## src/rtl/add_split_pkg.sv

```systemverilog
// add_split_pkg: shared constants and elaboration helpers for the split-carry
// adder pipeline (add_split_pipe and its skid buffer).
package add_split_pkg;

   localparam logic OP_ADD = 1'b0;
   localparam logic OP_SUB = 1'b1;

   // Integer ceiling division, used to size the slice count.
   function automatic int ceil_div(input int a, input int b);
      return (a + b - 1) / b;
   endfunction

   // Internal datapath width: whole number of slices covering y_width.
   function automatic int ext_width(input int y_width, input int chunk);
      return ceil_div(y_width, chunk) * chunk;
   endfunction

endpackage

```

## src/rtl/add_split_pipe_skid.sv

```systemverilog
// add_split_pipe_skid: 2-entry valid/ready skid buffer. The upstream ready is a
// registered not-full flag, so it never depends combinationally on out_ready.
module add_split_pipe_skid
   import add_split_pkg::*;
#(
   parameter int WIDTH = 64
) (
   input  logic             clk,
   input  logic             reset_n,
   input  logic             in_valid,
   output logic             in_ready,
   input  logic [WIDTH-1:0] in_data,
   output logic             out_valid,
   input  logic             out_ready,
   output logic [WIDTH-1:0] out_data
);

   logic [WIDTH-1:0] mem [2];
   logic             wr_ptr;
   logic             rd_ptr;
   logic [1:0]       count;
   logic [1:0]       count_nxt;
   logic             not_full_q;
   logic             push;
   logic             pop;

   assign push      = in_valid && not_full_q;
   assign pop       = out_valid && out_ready;
   assign count_nxt = count + {1'b0, push} - {1'b0, pop};

   // Storage, pointers, occupancy and the registered not-full flag.
   always_ff @(posedge clk or negedge reset_n) begin
      if (!reset_n) begin
         // NOTE: the entries are reset too so out_data reads 0 straight after reset.
         mem[0]     <= '0;
         mem[1]     <= '0;
         wr_ptr     <= 1'b0;
         rd_ptr     <= 1'b0;
         count      <= 2'd0;
         not_full_q <= 1'b1;
      end else begin
         // NOTE: non-blocking so every register samples the pre-edge values.
         if (push) begin
            mem[wr_ptr] <= in_data;
            wr_ptr      <= ~wr_ptr;
         end
         if (pop) begin
            rd_ptr <= ~rd_ptr;
         end
         count      <= count_nxt;
         not_full_q <= (count_nxt != 2'd2);
      end
   end

   assign in_ready  = not_full_q;
   assign out_valid = (count != 2'd0);
   assign out_data  = mem[rd_ptr];

endmodule

```

## src/rtl/add_split_pipe.sv

```systemverilog
// add_split_pipe: pipelined wide add/subtract. The Y_WIDTH-bit operation is cut
// into CHUNK-bit slices with the carry registered between slices; operands are
// skewed into the pipe and sums deskewed out so a transaction leaves intact.
// Optional build macro ADD_SPLIT_PIPE_SKID_EN adds a 2-entry output skid buffer
// (latency N+1, in_ready registered). Without it latency is N and in_ready is
// combinational on out_ready.
module add_split_pipe
   import add_split_pkg::*;
#(
   parameter int A_WIDTH = 32,
   parameter int B_WIDTH = 32,
   parameter int Y_WIDTH = 64,
   parameter int CHUNK   = 16,
   parameter int SIGNED  = 0
) (
   input  logic               clk,
   input  logic               reset_n,
   input  logic               in_valid,
   output logic               in_ready,
   input  logic [A_WIDTH-1:0] in_a,
   input  logic [B_WIDTH-1:0] in_b,
   input  logic               in_sub,
   output logic               out_valid,
   input  logic               out_ready,
   output logic [Y_WIDTH-1:0] out_y
);

   localparam int N = ceil_div(Y_WIDTH, CHUNK);
   localparam int W = ext_width(Y_WIDTH, CHUNK);

   logic         en;
   logic [N-1:0] v_q;
   logic [W-1:0] a_ext;
   logic [W-1:0] b_ext;
   logic [W-1:0] b_op;
   logic         cin0;
   logic [W-1:0] y_full;

   // Extend operands to W bits and fold subtraction into ~B plus carry-in.
   always_comb begin
      // NOTE: every output gets a default first so no path can infer a latch.
      a_ext = W'(in_a);
      b_ext = W'(in_b);
      if (SIGNED != 0) begin
         a_ext = W'($signed(in_a));
         b_ext = W'($signed(in_b));
      end
      b_op = (in_sub == OP_ADD) ? b_ext : ~b_ext;
      cin0 = (in_sub == OP_SUB);
   end

   // Per-stage valid bits; bubbles shift along with the data.
   always_ff @(posedge clk or negedge reset_n) begin
      if (!reset_n) begin
         v_q <= '0;
      end else if (en) begin
         v_q[0] <= in_valid;
         for (int i = 1; i < N; i++) begin
            v_q[i] <= v_q[i-1];
         end
      end
   end

   for (genvar k = 0; k < N; k++) begin : g_slice
      logic [CHUNK-1:0] a_k;
      logic [CHUNK-1:0] b_k;
      logic             cin_k;
      logic [CHUNK-1:0] s_k;
      logic [CHUNK-1:0] s_q [N-k];

      if (k == 0) begin : g_head
         assign a_k   = a_ext[CHUNK-1:0];
         assign b_k   = b_op[CHUNK-1:0];
         assign cin_k = cin0;
      end else begin : g_skew
         logic [CHUNK-1:0] a_d [k];
         logic [CHUNK-1:0] b_d [k];
         logic             c_q;

         // Delay this slice's operands k stages and capture the lower slice's carry.
         always_ff @(posedge clk or negedge reset_n) begin
            if (!reset_n) begin
               for (int i = 0; i < k; i++) begin
                  a_d[i] <= '0;
                  b_d[i] <= '0;
               end
               c_q <= 1'b0;
            end else if (en) begin
               a_d[0] <= a_ext[k*CHUNK +: CHUNK];
               b_d[0] <= b_op[k*CHUNK +: CHUNK];
               for (int i = 1; i < k; i++) begin
                  a_d[i] <= a_d[i-1];
                  b_d[i] <= b_d[i-1];
               end
               c_q <= g_slice[k-1].g_carry.c_out;
            end
         end

         assign a_k   = a_d[k-1];
         assign b_k   = b_d[k-1];
         assign cin_k = c_q;
      end

      if (k < N-1) begin : g_carry
         logic c_out;
         assign {c_out, s_k} = (CHUNK+1)'(a_k) + (CHUNK+1)'(b_k) + (CHUNK+1)'(cin_k);
      end else begin : g_top
         // Carry out of the top slice falls off the modulo-2^W result.
         assign s_k = a_k + b_k + CHUNK'(cin_k);
      end

      // Register this slice's sum, then hold it back until the top slice catches up.
      always_ff @(posedge clk or negedge reset_n) begin
         if (!reset_n) begin
            for (int i = 0; i < N-k; i++) begin
               s_q[i] <= '0;
            end
         end else if (en) begin
            s_q[0] <= s_k;
            for (int i = 1; i < N-k; i++) begin
               s_q[i] <= s_q[i-1];
            end
         end
      end

      assign y_full[k*CHUNK +: CHUNK] = s_q[N-1-k];
   end

`ifdef ADD_SPLIT_PIPE_SKID_EN
   logic skid_ready;

   assign en = skid_ready;

   add_split_pipe_skid #(
      .WIDTH(Y_WIDTH)
   ) u_skid (
      .clk       (clk),
      .reset_n   (reset_n),
      .in_valid  (v_q[N-1]),
      .in_ready  (skid_ready),
      .in_data   (y_full[Y_WIDTH-1:0]),
      .out_valid (out_valid),
      .out_ready (out_ready),
      .out_data  (out_y)
   );
`else
   assign en        = !v_q[N-1] || out_ready;
   assign out_valid = v_q[N-1];
   assign out_y     = y_full[Y_WIDTH-1:0];
`endif

   assign in_ready = en;

endmodule

```

## config.mk

```make
export PLATFORM = sky130hd
export DESIGN_NAME = add_split_pipe
export DESIGN_NICKNAME = d
export VERILOG_FILES = /design/src/rtl/add_split_pkg.sv /design/src/rtl/add_split_pipe_skid.sv /design/src/rtl/add_split_pipe.sv
export SDC_FILE = /design/constraint.sdc
export NUM_CORES = 1
export LEC_CHECK = 0
export ABC_AREA = 1
export ABC_CLOCK_PERIOD_IN_PS = 4400
export BUFFER_PORTS_ARGS = -buffer_cell sky130_fd_sc_hd__buf_2
export CORE_MARGIN = 4
export CORE_UTILIZATION = 61
export DETAILED_ROUTE_END_ITERATION = 10
export PLACE_DENSITY = 0.85
export REMOVE_ABC_BUFFERS = 1
export SETUP_SLACK_MARGIN = 0.05
export SYNTH_ARGS = -nofsm -noshare
export SYNTH_HDL_FRONTEND = slang
export SYNTH_HIERARCHICAL = 1
export SYNTH_SLANG_ARGS = --single-unit
export TNS_END_PERCENT = 30
```

## constraint.sdc

```tcl
create_clock -name clk -period 4.4 [get_ports clk]
set_clock_uncertainty 0.05 [all_clocks]
set_input_delay 0 -clock clk [delete_from_list [all_inputs] [get_ports clk]]
set_output_delay 0 -clock clk [all_outputs]
set_load 0.02 [all_outputs]
```

---- Word level (Yosys, flattened, before mapping) ----
Cells that the tools add are included.
cells by class
  add/sub/neg operators ................... 6
  muxes and demuxes ....................... 1
  bitwise logic cells ..................... 1
  reductions and logical operators ........ 2
operators with widths
  kind                number
  $mux W64            1
  $not A32 Y64        1
  $add A16 B16 Y17    2
  $add A17 B1 Y17     2
  $add A16 B1 Y17     1
  $add A16 B1 Y16     1
  $logic_not A1 Y1    1
  $logic_or A1 B1 Y1  1
word-level totals
  flip-flop bits (word level) ............. 279
  input port bits ......................... 69
  output and inout port bits .............. 66
  logic and storage cells ................. 31

---- Longest topological paths before layout ----
Gate-level depths: netlist of the first run.
  word-level depth ........................ 4
  depth in mapped cells ................... 16
  gate-level depth less buffers ........... 14

---- Least setup slack after synthesis of the first run ----
Ideal clock, no wire load.
  kind .................................... reg2reg
  start point ............................. register g_slice[1].g_skew.a_d, in the netlist g_slice[1].a_k[0]
  end point ............................... register g_slice[1].s_q[42] (netlist name)
  library setup time ...................... 0.117 ns
  arrival ................................. 1.803 ns
  data required time ...................... 4.233 ns
  setup slack ............................. 2.429 ns
  stages on the path, launching flop included .. 11
  buffers on the path ..................... 0
  period minus slack after synthesis ...... 1.971 ns
  path through ............................ dfrtp_1 fa_1 fa_1 nand3_1 nand2_2 nand2_1 nand2_1 nand3_1 nand3b_1 nand3_1 nand2_1
on the way
  longest elaborated chain between the ends .. 2
RTL lines
  item                               RTL line               RTL
  from (decl)                        add_split_pipe.sv:76   logic [CHUNK-1:0] a_d [k];
  from (signal, indexed assignment)  add_split_pipe.sv:92   a_d[i] <= a_d[i-1];
  $add A16 B16 Y17                   add_split_pipe.sv:106  assign {c_out, s_k} = (CHUNK+1)'(a_k) + (CHUNK+1)'(b_k) + (CHUNK+1)'(cin_k);
  $add A17 B1 Y17                    add_split_pipe.sv:106
  to (signal, indexed assignment)    add_split_pipe.sv:121  s_q[i] <= s_q[i-1];
  to (decl)                          add_split_pipe.sv:69   logic [CHUNK-1:0] s_q [N-k];
Every way passes these cells.
A chain may end at the register's enable or synchronous reset.

---- Worst setup path in the final report of the first run ----
  start point ............................. register g_slice[1].g_skew.a_d, in the netlist g_slice[1].a_k[0]
  end point ............................... register g_slice[1].s_q[46] (netlist name)
Same word-level chain as after synthesis.

==> results of run 1 <==
power groups by stage:
stage	clock network [uW]	logic (uW)	registers [uW]
2_1_floorplan	0	1510	2800
4_1_cts	1530	2560	2520
5_1_grt	1600	2900	2620
3_3_place_gp	0	2440	2510
6_report	1510	2550	2520
3_5_place_dp	0	2510	2530
layout make-up:
type                            instances  area [um2]  area share, %
Clock buffer                           17         425           4.42
Inverter                               54         205           2.13
Multi-Input combinational cell        722        3500           36.3
Sequential cell                       160        4000           41.6
Tap cell                              176         220           2.29
Clock inverter                         15         181           1.88
Timing Repair Buffer                  175        1090           11.3
state kept, by name, indices dropped and copies added, names as in the netlist:
| name | cells |
|---|---|
| g_slice.a_k | 16 |
| g_slice.b_k | 18 |
| g_slice.cin_k | 3 |
| g_slice.g_skew.b_d | 1 |
| g_slice.s_q | 84 |
| out_y | 34 |
| v_q | 4 |
cell usage after synthesis (2+ instances only):
master    instances
o21ai_1           2
o31ai_1           2
buf_2            28
xnor2_1          27
xor2_1           14
or2_2             2
buf_4            67
nand2_2           5
clkbuf_1          5
nand3b_1          4
nand2_1         476
nor2_1           20
o21ai_0          48
a21oi_1          32
nand4_1           4
inv_1            53
nand3_1          33
ha_1             33
fa_1              3
a21o_1            2
o21a_1            2
dfrtp_1         160
nor3_1            6
critical path: stages (launching register included):
cell and delay [ns]:
dfrtp_1 0.40, fa_1 0.49, fa_1 0.43, nand3_1 0.11, nand2_2 0.09, nand2_1 0.07
nand2_1 0.10, nand2_1 0.11, nand3_1 0.08, nand3_1 0.09, nand2_1 0.07
path summary, 6_finish.rpt:
| kind | from | endpoint | cells past startpoint |
|---|---|---|---|
| setup / recovery | g_slice[1].a_k[0]$_DFFE_PN0P_ | g_slice[1].s_q[46]$_DFFE_PN0P_ | 10 |
| hold / removal | in_a[14] | g_slice[0].s_q[62]$_DFFE_PN0P_ | 5 |
| setup reg to reg | g_slice[1].a_k[0]$_DFFE_PN0P_ | g_slice[1].s_q[46]$_DFFE_PN0P_ | 10 |
| hold reg to reg | g_slice[1].s_q[27]$_DFFE_PN0P_ | out_y[27]$_DFFE_PN0P_ | 2 |
| max in group asynchronous | reset_n | g_slice[0].s_q[37]$_DFFE_PN0P_ | 3 |
| min in group asynchronous | reset_n | out_y[17]$_DFFE_PN0P_ | 2 |
per-stage QoR:
step | total power, uW | cells | hold slack, ns
after global routing | 7120 | 1319 | 0.0512
after floorplan | 4320 | 936 | -0.346
after CTS | 6610 | 1319 | 0.00140
final | 6570 | 1319 | 0.0138
after global placement | 4950 | 1249 | 0.146
after detailed placement | 5040 | 1249 | 0.151
metal layers:
metal  part of all wire, %  vias up
met2                    50      175
met1                    43     3130
met4                   2.4        0
met3                   5.1       35
li1                      -     3368
met5                     0        -
cells by family after synthesis:
family | after synthesis
XOR/XNOR | 41
AND/OR/NAND/NOR | 553
adder cells (fa/ha/maj) | 36
flip-flops | 160
AO/OA/AOI/OAI | 92
buffers and inverters | 155
repair_timing:
item,in CTS,in global routing
setup buffers,0,0
hold endpoints to repair,153,0
hold buffers,38,0
==> out/qor.yml, run 1 <==
powerDensity_nw_per_um2: 683
synth_top_cell_area_share_pct: 47.8
areaGrowthSynthToFinish_pct: 15.0
timing_worst_setup_path_type: "reg2reg"
clk_pin_slew_worst_paths_ns: 0.06
finalHoldViolCount: 0
pwr-share-seq_pct: 38.3
drtIter0Drc: 463
final_common_cell: "nand2_1"
netlist_instances: 1037
synth_area_leaders: "dfrtp_1, nand2_1, buf_4, ha_1, o21ai_0"
startpoint_type: "flip-flop"
timing.final.ws_setup_ns: 2.19
drive_above_1_share_pct: 15.7
grt_use_met2_pct: 38.4
root_buffer: "clkbuf_16"
rows: 42
synthAdderAreaFrac_pct: 5.65
grt.met3_usage_pct: 4.65
place_area_um2: 8640
final.fill_count: 1026
firstDrtPassIters: 5
synthXorXnorAreaFrac_pct: 4.29
synthSimpleGateAreaFrac_pct: 26.0
synthArstFlopShare_pct: 100
setup_viol: 0
htree_levels: 4
ys_types: 32
most-common-layout-cells: "nand2_1, dfrtp_1, buf_2"
synth_edf_count: 0
pwr-share-clk_pct: 22.9
final_util_pct: 72.1
rsz0062_at_grt: "false"
fmax_mhz: 453
grt_usage_pct: 22.2
reg2reg_slack_ns: 2.19
post-place-ws_ns: 2.04
yosys_most_used_dff: "dfrtp_1"
diodes: 0
ys_warn_count: 6
crit_required_ns: 4.66
p_leak_uw: 0.00524
dieArea_um2: 15700
maxCapViolCount: 0
dp_hpwl_mm: 10.6
run_status: "completed"
grt_pass1_wl_mm: 29.0
drv_slew: 0
vdd_drop_max_v: 0.000329
wl_mm: 16.8
vias: 6708
coreArea_um2: 13300
drc: 0
post-route-cell-area_um2: 9630
seq_area_frac_synth_pct: 47.8
synth_compound_area_share_pct: 5.80
cts_tree: "done"
synthesis.area_um2: 8370
hold_path.class: "in2reg"
synth_top_family_by_area: "simple AND/OR/NAND/NOR gates"
antenna_left: 0
synth_area_leader_cell: "dfrtp_1"
grt_max_degree: 192
portBuffers: 134
numCtsBuffers: 17
synthMuxAreaShare_pct: 0
arrival_ns: 2.47
io_pins: 135
vias_per_cell: 5.09
switching_share_pct: 40.0
gp_congestion: 0.918
synth.ff_latch_count: 160
cts_buffer_depth: 2
dieWidth_um: 125
worst_pin_slew_ns: 1.06
syn_avg_cell_area_um2: 8.07
die_h_um: 125
max-slew-margin-rel_pct: 29.3
crit_path_end_kind: "flip-flop"
switchingPower_uw: 2630
combPwrFrac_pct: 38.8
cp_max_fo: 4
finalCritPeriodShare_pct: 50.2
antenna_found_initial: 0
cts_resized: 0
gr-total-overflow: 0
layout.nets: 1235
clkSinkCount: 160
worstSkewPairLatency_ns: 0.43
p_int_uw: 3940
gr-usage-met1_pct: 27.2
fin_tns_setup_ns: 0
wl_per_cell_um: 12.7
top_usage_layer: "met2"
finalCriticalPeriod_ns: 2.21
initial_utilization_pct: 62.7
grt_pass1_vias: 6585
(Power assumes the default switching activity.)
==> inputs of run 2 (changes only) <==
--- a/config.mk
+++ b/config.mk
@@ -6,12 +6,12 @@
 export NUM_CORES = 1
 export LEC_CHECK = 0
 export ABC_AREA = 1
-export ABC_CLOCK_PERIOD_IN_PS = 4400
+export ABC_CLOCK_PERIOD_IN_PS = 1900
 export BUFFER_PORTS_ARGS = -buffer_cell sky130_fd_sc_hd__buf_2
 export CORE_MARGIN = 4
-export CORE_UTILIZATION = 61
+export CORE_UTILIZATION = 52
 export DETAILED_ROUTE_END_ITERATION = 10
-export PLACE_DENSITY = 0.85
+export PLACE_DENSITY = 0.77
 export REMOVE_ABC_BUFFERS = 1
 export SETUP_SLACK_MARGIN = 0.05
 export SYNTH_ARGS = -nofsm -noshare
==> constraint.sdc (replaced) <==
create_clock -name clk -period 1.9 [get_ports clk]
set_clock_uncertainty 0.05 [all_clocks]
set_input_delay 0 -clock clk [delete_from_list [all_inputs] [get_ports clk]]
set_output_delay 0 -clock clk [all_outputs]
set_load 0.02 [all_outputs]
==> run 2 against run 1 <==
Compared with the run above: the run now ends with negative setup slack left; clock power is 130% higher; via count is 1.6% lower; die area is 16% higher; first-iteration DRC count is 13% lower; utilization is 9.0 points lower; non-clock buffer count is 15 higher; combinational power is 140% higher.
==> out/qor.yml, run 2 (synthesized netlist as in run 1, its figures left out) <==
cts_buffer_depth: 2  # unchanged
grt_max_degree: 104  # -46%
crit_path_end_kind: "flip-flop"
finalCriticalPeriod_ns: 1.93  # -0.279 ns
grt_usage_pct: 19.3  # -2.9 points
fmax_mhz: 518  # +14%
vdd_drop_max_v: 0.000743  # +130%
layout.nets: 1250  # +1.2%
rows: 46  # +9.5%
diodes: 0  # unchanged
most-common-layout-cells: "nand2_1, dfrtp_1, buf_2"
crit_chain: "fa_2 > fa_2 > nand3_2 > nand2_4 > nand2_4 > nand2_4 > nand3_2 > nand3b_1 > nand3_1 > nand2_1"
antenna_left: 0  # unchanged
htree_levels: 4  # unchanged
switchingPower_uw: 6190  # +140%
max-slew-margin-rel_pct: 64.7  # +35 points
grt_pass1_wl_mm: 28.6  # -1.4%
startpoint_type: "flip-flop"
wl_per_cell_um: 12.0  # -5.1%
dp_hpwl_mm: 11.2  # +5.0%
finalHoldViolCount: 0  # unchanged
timing.final.ws_setup_ns: -0.0292  # -2.22 ns
largest_register: "g_slice.s_q"
gr-total-overflow: 0  # unchanged
final_common_cell: "nand2_1"
post-route-cell-area_um2: 9990  # +3.8%
clk_pin_slew_worst_paths_ns: 0.06  # about the same
drc: 0  # unchanged
rsz0062_at_grt: "true"
violations: "negative setup slack"
drive_above_1_share_pct: 18.0  # +2.3 points
drtIter0Drc: 405  # -13%
dieWidth_um: 135  # +7.8%
layoutNonFillerInstCount: 1374  # +4.2%
finalPower_uw: 15600  # +140%
powerDensity_nw_per_um2: 1560  # +130%
fin_tns_setup_ns: -0.0536  # -0.0536 ns
setup_viol: 2  # +2
cp_slowest_stage_delay_ns: 0.42  # -0.07 ns
wl_mm: 16.6  # -1.2%
areaGrowthSynthToFinish_pct: 19.3
critPathSlowestCell: "fa_2"
placed_cells: 1299  # +4.0%
initial_utilization_pct: 52.9  # -9.8 points
clkSinkCount: 160  # unchanged
path_common_cell: "nand2_4"
grt_pass1_vias: 6315  # -4.1%
cts_tree: "done"
p_int_uw: 9410  # +140%
arrival_ns: 2.19  # -0.28 ns
vias_per_cell: 4.80  # -5.6%
maxCapViolCount: 0  # unchanged
dieArea_um2: 18200  # +16%
switching_share_pct: 39.7  # -0.36 points
pwr-share-clk_pct: 22.7  # -0.2 points
gp_congestion: 0.846  # -7.8%
cp_max_fo: 4  # unchanged
vias: 6599  # -1.6%
combPwrFrac_pct: 40.0  # +1.2 points
hold_path.class: "in2reg"
drv_slew: 0  # unchanged
crit_required_ns: 2.16  # -2.50 ns
largest_reg_flops: 84  # unchanged
p_leak_uw: 0.00535  # +2.2%
worstSkewPairLatency_ns: 0.42  # about the same
portBuffers: 134  # unchanged
root_buffer: "clkbuf_16"
finalCritPeriodShare_pct: 102  # +51 points
numCtsBuffers: 17  # unchanged
timing_worst_setup_path_type: "reg2reg"
pwr-share-seq_pct: 37.3  # -1.0 points
crit_buf_inv: 0  # unchanged
die_h_um: 135  # +7.8%
run_status: "complete, but fails checks"
place_area_um2: 8840  # +2.3%
coreArea_um2: 15800  # +19%
worst_pin_slew_ns: 0.529  # -0.531 ns
io_pins: 135  # unchanged
firstDrtPassIters: 5  # unchanged
antenna_found_initial: 0  # unchanged
path_delay_family: "adder cells"
run 2: cell count changes in the layout (fill, tap and decap cells not counted), moves of 4 or more:
| cell | before | now |
|---|---|---|
| nand3_1 | 33 | 28 |
| nand2_1 | 476 | 471 |
| o21ai_1 | 2 | 6 |
| o21ai_0 | 48 | 44 |
| nand3_2 | 0 | 5 |
| buf_12 | 1 | 7 |
| buf_4 | 2 | 9 |
run 2: through the flow:
| stage | setup slack, ns | hold WS [ns] | util [%] |
|---|---|---|---|
| finish | -0.0292 | 0.0286 | 63.1 |
| global route | -0.156 | 0.0443 | 63.1 |
| CTS | -0.0502 | 0.00769 | 62.6 |
| detailed placement | -0.228 | -0.0470 | 55.8 |
| global placement | -0.178 | -0.0494 | 55.8 |
| floorplan | -4.69 | -0.346 | - |
run 2: cell type report:
type | instances | area [um2]
fillers | 1366 | 5840
flip-flops and latches | 160 | 4000
multi-input cells | 722 | 3600
repair buffers | 190 | 1280
clock buffers | 18 | 439
well taps | 216 | 270
inverters | 54 | 208
clock inverters | 14 | 178
run 2: worst paths after layout:
kind / from / to / slack [ns] / depth (start not counted)
max: g_slice[1].cin_k$_DFFE_PN0P_ / g_slice[1].s_q[42]$_DFFE_PN0P_ / -0.03 / 10
min: in_a[10] / g_slice[0].s_q[58]$_DFFE_PN0P_ / 0.03 / 5
max reg2reg: g_slice[1].cin_k$_DFFE_PN0P_ / g_slice[1].s_q[42]$_DFFE_PN0P_ / -0.03 / 10
min reg2reg: v_q[2]$_DFFE_PN0P_ / v_q[3]$_DFFE_PN0P_ / 0.41 / 1
max in group asynchronous: reset_n / out_y[27]$_DFFE_PN0P_ / 1.08 / 3
min in group asynchronous: reset_n / g_slice[1].s_q[37]$_DFFE_PN0P_ / 0.07 / 2
run 2: power by group through the flow:
stage	combinational (uW)	clock [uW]	sequential (uW)
after floorplan	3510	0	6490
after global placement	5870	0	5800
after detailed placement	5980	0	5860
after CTS	6160	3620	5810
after global routing	7140	3770	6030
final	6240	3530	5820
run 2: repair_timing:
item | CTS | global route
hold buffers | 40 | 0
buffers inserted | 3 | 0
setup endpoints to repair | 8 | 13
endpoints found under the hold margin | 198 | 0
resized for setup | 8 | 18
pin swaps | 4 | 3
run 2: layer usage:
| metal | wire length (um) | GRT usage (%) | up-vias |
|---|---|---|---|
| met2 | 7750 | 31.2 | 149 |
| met1 | 7570 | 25.6 | 3015 |
| met4 | 414 | 7.07 | 0 |
| met3 | 819 | 4.47 | 33 |
| met5 | 0 | 0 | - |
| li1 | - | - | 3402 |
run 2: tightest hold or removal path, stage by stage:
cell and delay, ns:
buf_2 0.08, ha_1 0.21, nand2_1 0.07, nand3_1 0.06, nand2_1 0.04
